**src/rtl/prod_acc_pkg.sv**
```systemverilog
// Shared definitions for the product accumulator: FSM state encoding,
// default accumulator width and a readout byte helper.
package prod_acc_pkg;

   // Default accumulator width in bits (legal range 9..16)
   localparam int ACC_W_DEFAULT = 16;

   // Readout FSM: accumulate, then emit low byte, then high byte
   typedef enum logic [1:0] {
      ACC    = 2'd0,
      OUT_LO = 2'd1,
      OUT_HI = 2'd2
   } state_t;

   // High readout byte of a value up to 16 bits wide; callers zero-extend
   // narrower accumulators, so unused upper bits come out as zero
   function automatic logic [7:0] hi_byte(input logic [15:0] value);
      return value[15:8];
   endfunction

endpackage

```
**src/rtl/prod_accumulator_if.sv**
```systemverilog
// Product input handshake, control strobes, byte readout and status
// bundled as one interface between the accumulator and its user.
interface prod_accumulator_if;

   logic [7:0] prod_in;
   logic       in_valid;
   logic       in_ready;
   logic       acc_clr;
   logic       rd_start;
   logic [7:0] out_byte;
   logic       out_valid;
   logic       out_last;
   logic       overflow;
   logic [3:0] count;

   // Driver side: supplies products and control, consumes readout/status
   modport master (
      output prod_in, in_valid, acc_clr, rd_start,
      input  in_ready, out_byte, out_valid, out_last, overflow, count
   );

   // Accumulator side
   modport slave (
      input  prod_in, in_valid, acc_clr, rd_start,
      output in_ready, out_byte, out_valid, out_last, overflow, count
   );

endinterface

```
**src/rtl/prod_accumulator.sv**
```systemverilog
// Accumulates 8-bit multiplier products into an ACC_W-bit register and
// reads the total out as two bytes (low first, high marked last).
module prod_accumulator
   import prod_acc_pkg::*;
#(
   parameter int ACC_W       = ACC_W_DEFAULT,
   parameter bit CLR_ON_READ = 1'b1
) (
   input  logic         clk,
   input  logic         rst,
   prod_accumulator_if.slave bus
);

   state_t           state;
   logic [ACC_W-1:0] acc;
   logic [ACC_W-1:0] snap;
   logic [3:0]       cnt;
   logic             ovf;
   logic [7:0]       rd_byte;
   logic             rd_valid;
   logic             rd_last;

   logic             accept;
   logic [ACC_W:0]   sum;

   assign bus.in_ready  = (state == ACC);
   assign bus.out_byte  = rd_byte;
   assign bus.out_valid = rd_valid;
   assign bus.out_last  = rd_last;
   assign bus.overflow  = ovf;
   assign bus.count     = cnt;

   // Adder with carry out; a product presented with acc_clr is dropped
   always_comb begin
      accept = bus.in_valid && (state == ACC) && !bus.acc_clr;
      sum    = {1'b0, acc};
      if (accept) begin
         sum = {1'b0, acc} + {1'b0, {(ACC_W-8){1'b0}}, bus.prod_in};
      end
   end

   // FSM, accumulator, status and registered readout outputs
   always_ff @(posedge clk or posedge rst) begin
      if (rst) begin
         state    <= ACC;
         acc      <= '0;
         snap     <= '0;
         cnt      <= '0;
         ovf      <= 1'b0;
         rd_byte  <= '0;
         rd_valid <= 1'b0;
         rd_last  <= 1'b0;
      end else begin
         unique case (state)
            ACC: begin
               rd_byte  <= '0;
               rd_valid <= 1'b0;
               rd_last  <= 1'b0;
               if (bus.acc_clr) begin
                  acc <= '0;
                  cnt <= '0;
                  ovf <= 1'b0;
               end else begin
                  acc <= sum[ACC_W-1:0];
                  if (sum[ACC_W]) begin
                     ovf <= 1'b1;
                  end
                  if (accept && (cnt != 4'd15)) begin
                     cnt <= cnt + 4'd1;
                  end
                  // Snapshot includes a product accepted in this same cycle
                  if (bus.rd_start) begin
                     state    <= OUT_LO;
                     snap     <= sum[ACC_W-1:0];
                     rd_byte  <= sum[7:0];
                     rd_valid <= 1'b1;
                  end
               end
            end
            OUT_LO: begin
               // Readout runs from the snapshot, so clearing cannot disturb it
               state    <= OUT_HI;
               rd_byte  <= hi_byte(16'(snap));
               rd_valid <= 1'b1;
               rd_last  <= 1'b1;
               if (bus.acc_clr) begin
                  acc <= '0;
                  cnt <= '0;
                  ovf <= 1'b0;
               end
            end
            OUT_HI: begin
               state    <= ACC;
               rd_byte  <= '0;
               rd_valid <= 1'b0;
               rd_last  <= 1'b0;
               if (bus.acc_clr || CLR_ON_READ) begin
                  acc <= '0;
                  cnt <= '0;
                  ovf <= 1'b0;
               end
            end
            default: begin
               state    <= ACC;
               rd_byte  <= '0;
               rd_valid <= 1'b0;
               rd_last  <= 1'b0;
            end
         endcase
      end
   end

endmodule

```
**src/flat_wrapper.sv**
```systemverilog
// flat-port wrapper written by rule: the top's interface ports become plain ports
module prod_accumulator_flat import prod_acc_pkg::*;
#(
   parameter int ACC_W       = ACC_W_DEFAULT,
   parameter bit CLR_ON_READ = 1'b1
)
  (clk, rst, bus_prod_in, bus_in_valid, bus_acc_clr, bus_rd_start, bus_in_ready, bus_out_byte, bus_out_valid, bus_out_last, bus_overflow, bus_count);
  prod_accumulator_if bus_i ();
  input  logic clk;
  input  logic rst;
  input wire logic [$bits(bus_i.prod_in)-1:0] bus_prod_in;
  input wire logic [$bits(bus_i.in_valid)-1:0] bus_in_valid;
  input wire logic [$bits(bus_i.acc_clr)-1:0] bus_acc_clr;
  input wire logic [$bits(bus_i.rd_start)-1:0] bus_rd_start;
  output wire logic [$bits(bus_i.in_ready)-1:0] bus_in_ready;
  output wire logic [$bits(bus_i.out_byte)-1:0] bus_out_byte;
  output wire logic [$bits(bus_i.out_valid)-1:0] bus_out_valid;
  output wire logic [$bits(bus_i.out_last)-1:0] bus_out_last;
  output wire logic [$bits(bus_i.overflow)-1:0] bus_overflow;
  output wire logic [$bits(bus_i.count)-1:0] bus_count;
  assign bus_i.prod_in = bus_prod_in;
  assign bus_i.in_valid = bus_in_valid;
  assign bus_i.acc_clr = bus_acc_clr;
  assign bus_i.rd_start = bus_rd_start;
  assign bus_in_ready = bus_i.in_ready;
  assign bus_out_byte = bus_i.out_byte;
  assign bus_out_valid = bus_i.out_valid;
  assign bus_out_last = bus_i.out_last;
  assign bus_overflow = bus_i.overflow;
  assign bus_count = bus_i.count;
  prod_accumulator #(.ACC_W(ACC_W), .CLR_ON_READ(CLR_ON_READ)) u_core (.clk(clk), .rst(rst), .bus(bus_i));
endmodule
```
**config.mk**
```make
export PLATFORM = sky130hd
export DESIGN_NAME = prod_accumulator_flat
export DESIGN_NICKNAME = d
export VERILOG_FILES = /design/src/rtl/prod_acc_pkg.sv /design/src/rtl/prod_accumulator_if.sv /design/src/rtl/prod_accumulator.sv /design/src/flat_wrapper.sv
export SDC_FILE = /design/constraint.sdc
export NUM_CORES = 1
export LEC_CHECK = 0
export ABC_AREA = 1
export CAP_MARGIN = 40
export CORE_ASPECT_RATIO = 1.1
export CORE_MARGIN = 2
export CORE_UTILIZATION = 60
export DETAILED_ROUTE_END_ITERATION = 8
export PLACE_DENSITY_LB_ADDON = 0.3
export SYNTH_ARGS = -nofsm -noshare
export SYNTH_HDL_FRONTEND = slang
export SYNTH_SLANG_ARGS = --single-unit
```
**constraint.sdc**
```tcl
create_clock -name clk -period 2.5 [get_ports clk]
set_input_delay 0.75 -clock clk [delete_from_list [all_inputs] [get_ports clk]]
set_output_delay 0.75 -clock clk [all_outputs]
set_load 0.03 [all_outputs]
```
Yosys cells after proc, flatten, opt, wreduce, memory -nomap -nowiden
Cells that the tools add are included.

storage, ports and cells
  input port bits = 13
  output and inout port bits = 16
  flip-flop bits (word level) = 49

cells by class
  reductions and logical operators = 11
  $add $sub $neg = 2
  muxes and demuxes = 22
  bitwise operators = 1
  equality and inequality tests = 8

operators with widths
  operator             number
  $pmux 16 s3          1
  $mux 16              2
  $add 16x8->17        1
  $mux 17              1
  $mux 8               2
  $pmux 8 s2           1
  $mux 4               3
  $pmux 4 s3           1
  $reduce_and 3->1     3
  $mux 1               6
  $ne 2x2->1 const B   3
  $ne 3x2->1 const B   2
  $add 4x1->4 const B  1
  $mux 2               2
  $ne 4x4->1 const B   1
  $pmux 2 s2           1
  $reduce_and 2->1     2
  $logic_and 1x1->1    3
  $pmux 1 s3           1
  $reduce_bool 3->1    1
  $eq 2x1->1 const B   1
  $eq 2x2->1 const B   1
  $logic_not 2->1      1
  $pmux 1 s2           1
  2 further kinds      2

Longest topological paths before layout
Gate-level depths: netlist of the first run.

  word-level depth = 7
  mapped depth = 12
  mapped depth without buffers = 12

Worst setup path before layout of the first run
No wires, ideal clock.

  path kind = input-to-reg
  start point = input bus_prod_in[0]
  end point = register u_core.ovf, in the netlist u_core.bus.overflow
  stages on the path = 11
  library setup time = 0.118 ns
  path slack = 0.376 ns
  data arrival time = 2.006 ns
  path through = ha_1 -> inv_1 -> fa_1 -> o21ai_2 -> nand2_2 -> nand2_4 -> nand3_1 -> nand2_1 -> nand2_1 -> nand2_1 -> nand2_1

on the way
  longest elaborated chain between the ends = 4

ends and longest elaborated chain
  item                        line                    RTL
  start: declaration          flat_wrapper.sv:11      input wire logic [$bits(bus_i.prod_in)-1:0] bus_prod_in;
  $add 16x8->17               prod_accumulator.sv:38  sum = {1'b0, acc} + {1'b0, {(ACC_W-8){1'b0}}, bus.prod_in};
  $mux 17                     prod_accumulator.sv:37  if (accept) begin
  $ne 3x2->1 (no line)        n/a
  $reduce_and 3->1 (no line)  n/a
  end signal: assignment      prod_accumulator.sv:49  ovf <= 1'b0;
  end signal: assignment      prod_accumulator.sv:62  ovf <= 1'b0;
  end signal: assignment      prod_accumulator.sv:66  ovf <= 1'b1;
  end: declaration            prod_accumulator.sv:18  logic ovf;

No other way between the ends.
A chain may end at the register's enable or synchronous reset.

Worst setup path after layout of the first run
  start point = input bus_prod_in[3]
  end point = register u_core.snap[11]

on the way
  longest elaborated chain between the ends = 2

ends and longest elaborated chain
  item                    line                    RTL
  $add 16x8->17           prod_accumulator.sv:38
  $mux 17                 prod_accumulator.sv:37
  end signal: assignment  prod_accumulator.sv:74  snap <= sum[ACC_W-1:0];
  end: declaration        prod_accumulator.sv:16  logic [ACC_W-1:0] snap;

No other way between the ends.

==> flow_summary.ini, run 1 <==
[detailed_routing]
drt_pass1_iterations = 5
route.vias.total = 2318
wl_mm = 5.988
drc = 0
drtIter0Drc = 187
vias_per_cell = 5.519
wl_per_cell_um = 14.26
ant_nets = 0

[sta]
final_hold_viol_count = 0
min_period_ns = 2.310
setup_viol_count_final = 0
drv_slew = 0
setup_tns_ns = 0
fmax_mhz = 433.0
fin_skew_ns = 0.005968
tightest_slew_ns = 0.5122
rsz0062_at_grt = no
slew_headroom_pct = 65.85
holdWs_ns = 0.4895
period_share_pct = 92.39

[finish]
final_cells = 420
drive_gt1_share_pct = 10.60
antenna_cells = 0
syn_to_final_growth_pct = 21.30
final_core_util_pct = 75.85
nNetsFinal = 394

[critical_path]
worstPathArrival_ns = 2.50
path_class = in2reg
crit_path_max_fanout = 4
r2r-start = u_core.state[1]
cp.required_ns = 2.69
cp-start-kind = input pin
startpoint = bus_prod_in[3]
cp-end-kind = flop

[placement]
numPortBuffers = 28
dp_hpwl_mm = 4.453
place_congestion = 0.9348
place_inst = 412

[global_route]
grt_max_degree = 42
globalRouteTotalUtil_pct = 28.91
grt_pass1_vias = 2345
antenna_found_initial = 0
grt_overflow = 0
grt_pass1_wl_mm = 10.33

[flow_run]
drv_cap = 0

[worst_hold_path]
min-delay-start = u_core.snap[15]
min_path_type = reg2reg

[clock_network]
cts-hold-fix-buffers = 0
cts_tree = done
cts_root_buf = clkbuf_8
path_clk_slew_ns = 0.09
cts_setup_buffers = 0
clock_sinks = 41
clk_latency_ns = 0.30
clockBufferDepth = 2
numCtsBuffers = 5
h-tree-depth = 2

[synthesis]
yosysSeqAreaShare_pct = 41.39
synthFlopType = dfrtp_1
yosysUniqueCellTypes = 35
ys_ff_latch = 41
syn_inst = 325
async_flop_share_pct = 100.0
synth_edf_count = 0
synth_area_mm2 = 0.002479
yosysWarnings = 0
synth.avg_cell_area_um2 = 7.627
synthesis.nets = 352

[floorplanning]
initial_utilization_pct = 62.53
die_area_mm2 = 0.004662
die_y_um = 71.41
ios = 29
rows = 24
coreArea_mm2 = 0.003964
fp.dieW_um = 65.28

[pwr]
ir_worst_vdd_mv = 0.7018
power_frac_comb_pct = 44.1
p_per_area_mw_per_mm2 = 807.0
intPower_w = 0.001429
switchingPower_w = 0.0009971
p_leak_nw = 1.562
switching_share_pct = 41.10
seq_power_share_pct = 33.2
clockPowerShare_pct = 22.7

[outcome]
status = complete, no violations
state kept, by name, indices dropped and copies added, names as in the netlist:
register / count
u_core.acc: 16
u_core.bus.out_byte: 8
u_core.snap: 8
u_core.bus.count: 4
u_core.state: 2
u_core.bus.out_last: 1
u_core.bus.out_valid: 1
u_core.bus.overflow: 1
critical path, stage by stage:
cell and delay, ns:
clkdlybuf4s50_1 0.44, ha_1 0.38, nand2_1 0.13, nor2_1 0.20, nand3_1 0.11, nand3_1 0.18, nand2_1 0.07, nand2_1 0.06
nand2_1 0.06, nand2_1 0.06, nand2_1 0.05
path summary, 6_finish.rpt:
kind	to	slack (ns)	cells after the start
max	u_core.snap[11]	0.19	11
min	u_core.bus.out_byte[7]	0.49	2
max reg2reg	u_core.bus.out_byte[1]	0.69	9
min reg2reg	u_core.bus.out_byte[7]	0.49	2
max in group asynchronous	u_core.acc[4]	1.26	3
min in group asynchronous	u_core.state[1]	0.89	3
layer usage:
metal | vias up | wire, µm | track usage (%)
met3 | 26 | 333 | 5.651
met5 | - | 0 | 0
met2 | 90 | 2969 | 50.00
li1 | 1126 | - | -
met1 | 1076 | 2398 | 34.23
met4 | 0 | 287 | 14.12
stage by stage:
stage / cell area, µm² / power, W / setup WS, ns
after detailed placement: 2889 / 0.001882 / -0.1971
final: 3007 / 0.002426 / 0.1903
after global routing: 3007 / 0.002584 / 0.001916
after global placement: 2889 / 0.001847 / -0.1310
after CTS: 3002 / 0.002434 / 0.04217
after floorplan: 2479 / 0.001516 / 0.3762
final cells by class:
type / instances / area, µm²
Multi-Input combinational cell: 230 / 1230
Sequential cell: 41 / 1026
Fill cell: 314 / 957.2
Timing Repair Buffer: 40 / 385.4
Inverter: 49 / 187.7
Clock buffer: 5 / 68.82
Tap cell: 52 / 65.06
Clock inverter: 3 / 43.79
logic make-up after synthesis:
| family | Yosys count | synth area share, % |
|---|---|---|
| adder cells (fa/ha/maj) | 14 | 7.370 |
| XOR/XNOR | 3 | 1.060 |
| AND/OR/NAND/NOR | 179 | 32.71 |
| buffers and inverters | 54 | 9.086 |
| flip-flops | 41 | 41.39 |
| AO/OA/AOI/OAI | 33 | 7.977 |
| multiplexers | 1 | 0.4039 |
timing repair:
item | CTS | global route
gates resized for setup | 0 | 2
endpoints found under the setup margin | 0 | 3
endpoints found under the hold margin | 0 | 0
Yosys cell counts (all sizes together), types with 2 or more instances:
cell type | instances | area (µm²)
o22ai | 5 | 31.28
or2 | 3 | 18.77
nor3 | 3 | 15.01
o21ai | 21 | 108.9
nand2 | 112 | 440.4
ha | 13 | 162.7
dfrtp | 41 | 1026
xor2 | 2 | 17.52
a21oi | 3 | 26.28
buf | 5 | 37.53
nand3 | 42 | 215.2
inv | 48 | 182.7
nor2 | 13 | 71.32
nand4 | 4 | 25.02
cell usage in the layout (no fill, tap or decap), types with 3 or more instances in the layout:
master / instances
buf_4: 11
inv_1: 45
nand2_1: 108
nor2_1: 10
clkbuf_8: 5
dfrtp_1: 41
nand4_1: 4
o21ai_1: 8
nor2_4: 3
o22ai_1: 5
ha_1: 13
o21ai_0: 12
nand3_1: 41
nor3_1: 3
clkdlybuf4s50_1: 27
power by group through the flow:
stage	registers [W]	clock network [W]	logic, W
CTS	0.000806	0.000555	0.00107
global placement	0.000816	0	0.00103
floorplan	0.000899	0	0.000617
finish	0.000805	0.000550	0.00107
global route	0.000816	0.000584	0.00118
detailed placement	0.000819	0	0.00106
Note: power is estimated with default switching activity, not from simulation.
==> run 2: changes to the inputs <==
--- a/config.mk
+++ b/config.mk
@@ -9,7 +9,7 @@
 export CAP_MARGIN = 40
 export CORE_ASPECT_RATIO = 1.1
 export CORE_MARGIN = 2
-export CORE_UTILIZATION = 60
+export CORE_UTILIZATION = 40
 export DETAILED_ROUTE_END_ITERATION = 8
 export PLACE_DENSITY_LB_ADDON = 0.3
 export SYNTH_ARGS = -nofsm -noshare
==> run 2 against run 1 <==
  * Combinational power down 5%
  * Cell count up 6.0%
  * Sequential cell count unchanged
  * Clock skew up 0.0032 ns
  * Clock-buffer cell count up 1
  * Critical path type unchanged
  * Critical endpoint is now u_core.acc[12]
==> flow_summary.ini, run 2 (same netlist as run 1, synthesis figures left out) <==
[finish]
mostFrequentLayoutCell = nand2_1
top_register = u_core.acc
postLayoutCellArea_mm2 = 0.002989
antenna_cells = 0
nNetsFinal = 391
drive_gt1_share_pct = 9.863
nFillCells = 600
largest_reg_flops = 16
mostFrequentLayoutCells = 108 x nand2_1, 45 x inv_1, 41 x nand3_1, 41 x dfrtp_1, 27 x clkdlybuf4s50_1
syn_to_final_growth_pct = 20.60

[worst_hold_path]
whs_path_depth = 2
min_path_type = reg2reg

[detailed_routing]
drtIter0Drc = 162
vias_per_cell = 5.038
drt_pass1_iterations = 4
wl_mm = 5.815
wl_per_cell_um = 13.07
route.vias.total = 2242
drc = 0
ant_nets = 0

[placement]
place_congestion = 0.8723
dp_hpwl_mm = 4.303
placed_area_mm2 = 0.002882
numPortBuffers = 28

[clock_network]
numCtsBuffers = 5
clockBufferDepth = 2
cts_setup_buffers = 0
cts_tree = done
cts_root_buf = clkbuf_8
cts-hold-fix-buffers = 0
path_clk_slew_ns = 0.08
cts_resized = 0
clk_latency_ns = 0.30
h-tree-depth = 2
clock_sinks = 41

[floorplanning]
rows = 30
ios = 29
die_area_mm2 = 0.006843
coreArea_mm2 = 0.006081
die_y_um = 86.56
fp.dieW_um = 79.06
initial_utilization_pct = 40.76

[critical_path]
reg2regPathDepth = 11
cp.required_ns = 2.68
worstPathArrival_ns = 2.54
path_class = in2reg
crit_path_max_fanout = 5
cp-end-kind = flop
cp-start-kind = input pin

[outcome]
status = complete, no violations

[global_route]
grt_max_degree = 42
grt_pass1_vias = 2113
grt_pass1_wl_mm = 9.694
grt_overflow = 0
globalRouteTotalUtil_pct = 17.85
antenna_found_initial = 0

[sta]
period_share_pct = 94.50
holdWs_ns = 0.4831
tightest_slew_ns = 0.5343
fin_skew_ns = 0.009146
setup_tns_ns = 0
slew_headroom_pct = 64.38
rsz0062_at_grt = no
setup_viol_count_final = 0
drv_slew = 0
final_hold_viol_count = 0
fmax_mhz = 423.3
min_period_ns = 2.363

[pwr]
p_leak_nw = 1.541
ir_worst_vdd_mv = 0.5193
p_per_area_mw_per_mm2 = 771.1

[flow_run]
drv_cap = 0
-- run 2: changes by cell type in the layout (fill, tap and decap cells not counted) --
cell | previous run | this run
nand2_2 | 2 | 3
buf_4 | 11 | 8
clkbuf_8 | 5 | 6
inv_6 | 1 | 0
buf_12 | 1 | 0
bufinv_16 | 1 | 0
clkinv_4 | 0 | 1
-- run 2: final timing paths --
kind                                 start                      to  slack [ns]
min reg2reg                u_core.snap[15]  u_core.bus.out_byte[7]        0.48
min in group asynchronous              rst           u_core.acc[1]        0.86
max reg2reg                  u_core.acc[5]          u_core.acc[12]        0.61
max                         bus_prod_in[5]          u_core.acc[12]        0.14
max in group asynchronous              rst          u_core.acc[11]        1.25
min                        u_core.snap[15]  u_core.bus.out_byte[7]        0.48
-- run 2: power breakdown --
group / switching, W / total (W) / internal, W / leakage, nW
Clock: 0.000247 / 0.000471 / 0.000224 / 0.0512
Combinational: 0.000668 / 0.00102 / 0.000356 / 0.928
Sequential: 0.0000589 / 0.000809 / 0.000750 / 0.562
Total: 0.000974 / 0.00230 / 0.00133 / 1.54
-- run 2: layout make-up --
type                    instances  area [µm²]  share of cell area, %
multi-input cells             231        1236                  41.36
flip-flops and latches         41        1026                  34.32
repair buffers                 36       342.8                  11.47
inverters                      49       187.7                  6.279
clock buffers                   6       82.58                  2.763
clock inverters                 2       13.76                 0.4604
well taps                      80       100.1                  3.349
-- run 2: critical path: stages --
cell,delay (ns)
clkdlybuf4s50_1,0.40
ha_1,0.36
nand2_1,0.11
nand2_1,0.05
inv_1,0.07
nor2_1,0.05
nor2_1,0.30
nand2_2,0.15
nand2_1,0.09
nand2_1,0.06
nand3_1,0.06
o21ai_0,0.09
-- run 2: routing by layer --
layer,up-vias,track usage (%),wire length [µm]
met3,6,2.396,327
met2,53,29.89,2820
met1,1061,24.28,2610
met5,-,0,0
li1,1122,-,-
met4,0,5.172,57
-- run 2: through the flow --
stage | total power (W) | worst slack, ns | instances | utilization [%]
2_1_floorplan | 0.001516 | 0.3762 | 325 | -
3_3_place_gp | 0.001829 | -0.1694 | 436 | 47.39
3_5_place_dp | 0.001845 | -0.2091 | 436 | 47.39
4_1_cts | 0.002319 | 0.05361 | 444 | 48.97
5_1_grt | 0.002471 | 0.003456 | 445 | 49.16
6_report | 0.002305 | 0.1375 | 445 | 49.16
==> run 3: changes to the inputs <==
--- a/config.mk
+++ b/config.mk
@@ -12,6 +12,7 @@
 export CORE_UTILIZATION = 40
 export DETAILED_ROUTE_END_ITERATION = 8
 export PLACE_DENSITY_LB_ADDON = 0.3
+export RECOVER_POWER = 50
 export SYNTH_ARGS = -nofsm -noshare
 export SYNTH_HDL_FRONTEND = slang
 export SYNTH_SLANG_ARGS = --single-unit
==> run 3 against run 2 <==
  * Global-route usage did not move
  * Clock-buffer cell count did not move
  * Sequential share of layout area rose by 0.16 points
  * Combinational power barely moved
==> flow_summary.ini, run 3 (same netlist as run 1, synthesis figures left out) <==
[outcome]
status = complete, no violations

[flow_run]
drv_cap = 0

[clock_network]
numCtsBuffers = 5
cts_root_buf = clkbuf_8
cts_setup_buffers = 0
clockBufferDepth = 2
clock_sinks = 41
cts_tree = done
h-tree-depth = 2
clk_latency_ns = 0.30
path_clk_slew_ns = 0.08

[sta]
fmax_mhz = 424.8
period_share_pct = 94.16
slew_headroom_pct = 30.63
tightest_slew_ns = 1.041
holdWs_ns = 0.4822
setup_viol_count_final = 0
rsz0062_at_grt = no
drv_slew = 0
setup_tns_ns = 0
min_period_ns = 2.354
fin_skew_ns = 0.009145
final_hold_viol_count = 0

[finish]
mostFrequentLayoutCell = nand2_1
largest_reg_flops = 16
nFillCells = 603
syn_to_final_growth_pct = 20.04
nNetsFinal = 391
final_core_util_pct = 48.93
seq_area_mm2 = 0.001026
antenna_cells = 0
mostFrequentLayoutCells = 108 x nand2_1, 46 x inv_1, 41 x nand3_1, 41 x dfrtp_1, 25 x clkdlybuf4s50_1
drive_gt1_share_pct = 9.041
multi_input_area_mm2 = 0.001229
top_register = u_core.acc

[placement]
dp_hpwl_mm = 4.303
place_congestion = 0.8723
numPortBuffers = 28

[global_route]
antenna_found_initial = 0
grt_pass1_vias = 2113
grt_overflow = 0
grt_max_degree = 42
grt_pass1_wl_mm = 9.694
globalRouteTotalUtil_pct = 17.85

[critical_path]
cp-end-kind = flop
cp.buffers_inverters = 2
crit_path_top_delay_cell = clkdlybuf4s50_1
cp_cell_sequence = clkdlybuf4s50_1 -> ha_1 -> nand2_1 -> nand2_1 -> inv_1 -> nor2_1 -> nor2_1 -> nand2_2 -> nand2_1 -> nand2_1 -> nand3_1 -> o21ai_0
crit_path_max_fanout = 5
worstPathArrival_ns = 2.53
cp.required_ns = 2.68
path_class = in2reg
crit_family = simple AND/OR/NAND/NOR gates
crit_path_frequent_cell = nand2_1
cp_slowest_stage_delay_ns = 0.40
cp-start-kind = input pin

[detailed_routing]
drtIter0Drc = 166
drt_pass1_iterations = 6
route.vias.total = 2229
drc = 0
ant_nets = 0
vias_per_cell = 5.009
wl_mm = 5.818
wl_per_cell_um = 13.07

[worst_hold_path]
min_path_type = reg2reg

[pwr]
p_leak_nw = 1.537
ir_worst_vdd_mv = 0.5182
switchingPower_w = 0.0009704
p_per_area_mw_per_mm2 = 769.7
seq_power_share_pct = 35.3
power_frac_comb_pct = 44.0
intPower_w = 0.001320
clockPowerShare_pct = 20.6
switching_share_pct = 42.37

[floorplanning]
fp.dieW_um = 79.06
die_area_mm2 = 0.006843
die_y_um = 86.56
ios = 29
rows = 30
initial_utilization_pct = 40.76
coreArea_mm2 = 0.006081
==> run 3: worst min-delay path: stages, from the launching register on <==
cell	delay, ns
dfrtp_1	0.35
nand2_1	0.06
nand2_1	0.05
==> run 3: power by group through the flow <==
stage               Combinational (W)  Clock, W  Sequential (W)
CTS                           0.00103  0.000484        0.000809
detailed placement            0.00102         0        0.000821
global route                  0.00112  0.000513        0.000819
floorplan                    0.000617         0        0.000899
global placement              0.00101         0        0.000819
finish                        0.00101  0.000473        0.000809
==> run 3: final cells by class <==
cell class	instances	area share, %
repair buffers	36	11.31
flip-flops and latches	41	34.48
multi-input cells	231	41.30
clock buffers	6	2.775
clock inverters	2	0.4626
well taps	80	3.364
inverters	49	6.308
==> run 3: per-layer routing <==
layer  vias to the layer above  part of all wire [%]  GRT usage (%)
li1                       1117                     -              -
met1                      1063                    47          24.28
met2                        44                    48          29.89
met3                         5                   3.7          2.396
met4                         0                  0.96          5.172
met5                         -                     0              0
==> run 3: what timing repair did <==
| action | in CTS | in global routing |
|---|---|---|
| resized for setup | 0 | 2 |
| hold buffers | 0 | 0 |
| endpoints found under the setup margin | 0 | 4 |
==> run 3: metrics by stage <==
stage	instance area, µm²	worst slack (ns)	power [W]	instances
floorplan	2479	0.3762	0.001516	325
global placement	2882	-0.1694	0.001829	436
detailed placement	2882	-0.2091	0.001845	436
CTS	2978	0.05361	0.002319	444
global route	2975	0.003351	0.002454	445
finish	2975	0.1460	0.002290	445
==> run 3: worst paths after layout <==
check / cells after the start / from / to / slack [ns]
setup / recovery: 12 / bus_prod_in[5] / u_core.acc[12] / 0.15
hold / removal: 2 / u_core.snap[15] / u_core.bus.out_byte[7] / 0.48
setup reg to reg: 8 / u_core.state[0] / u_core.bus.out_byte[3] / 0.55
hold reg to reg: 2 / u_core.snap[15] / u_core.bus.out_byte[7] / 0.48
max in group asynchronous: 3 / rst / u_core.acc[11] / 0.65
min in group asynchronous: 3 / rst / u_core.acc[1] / 1.20
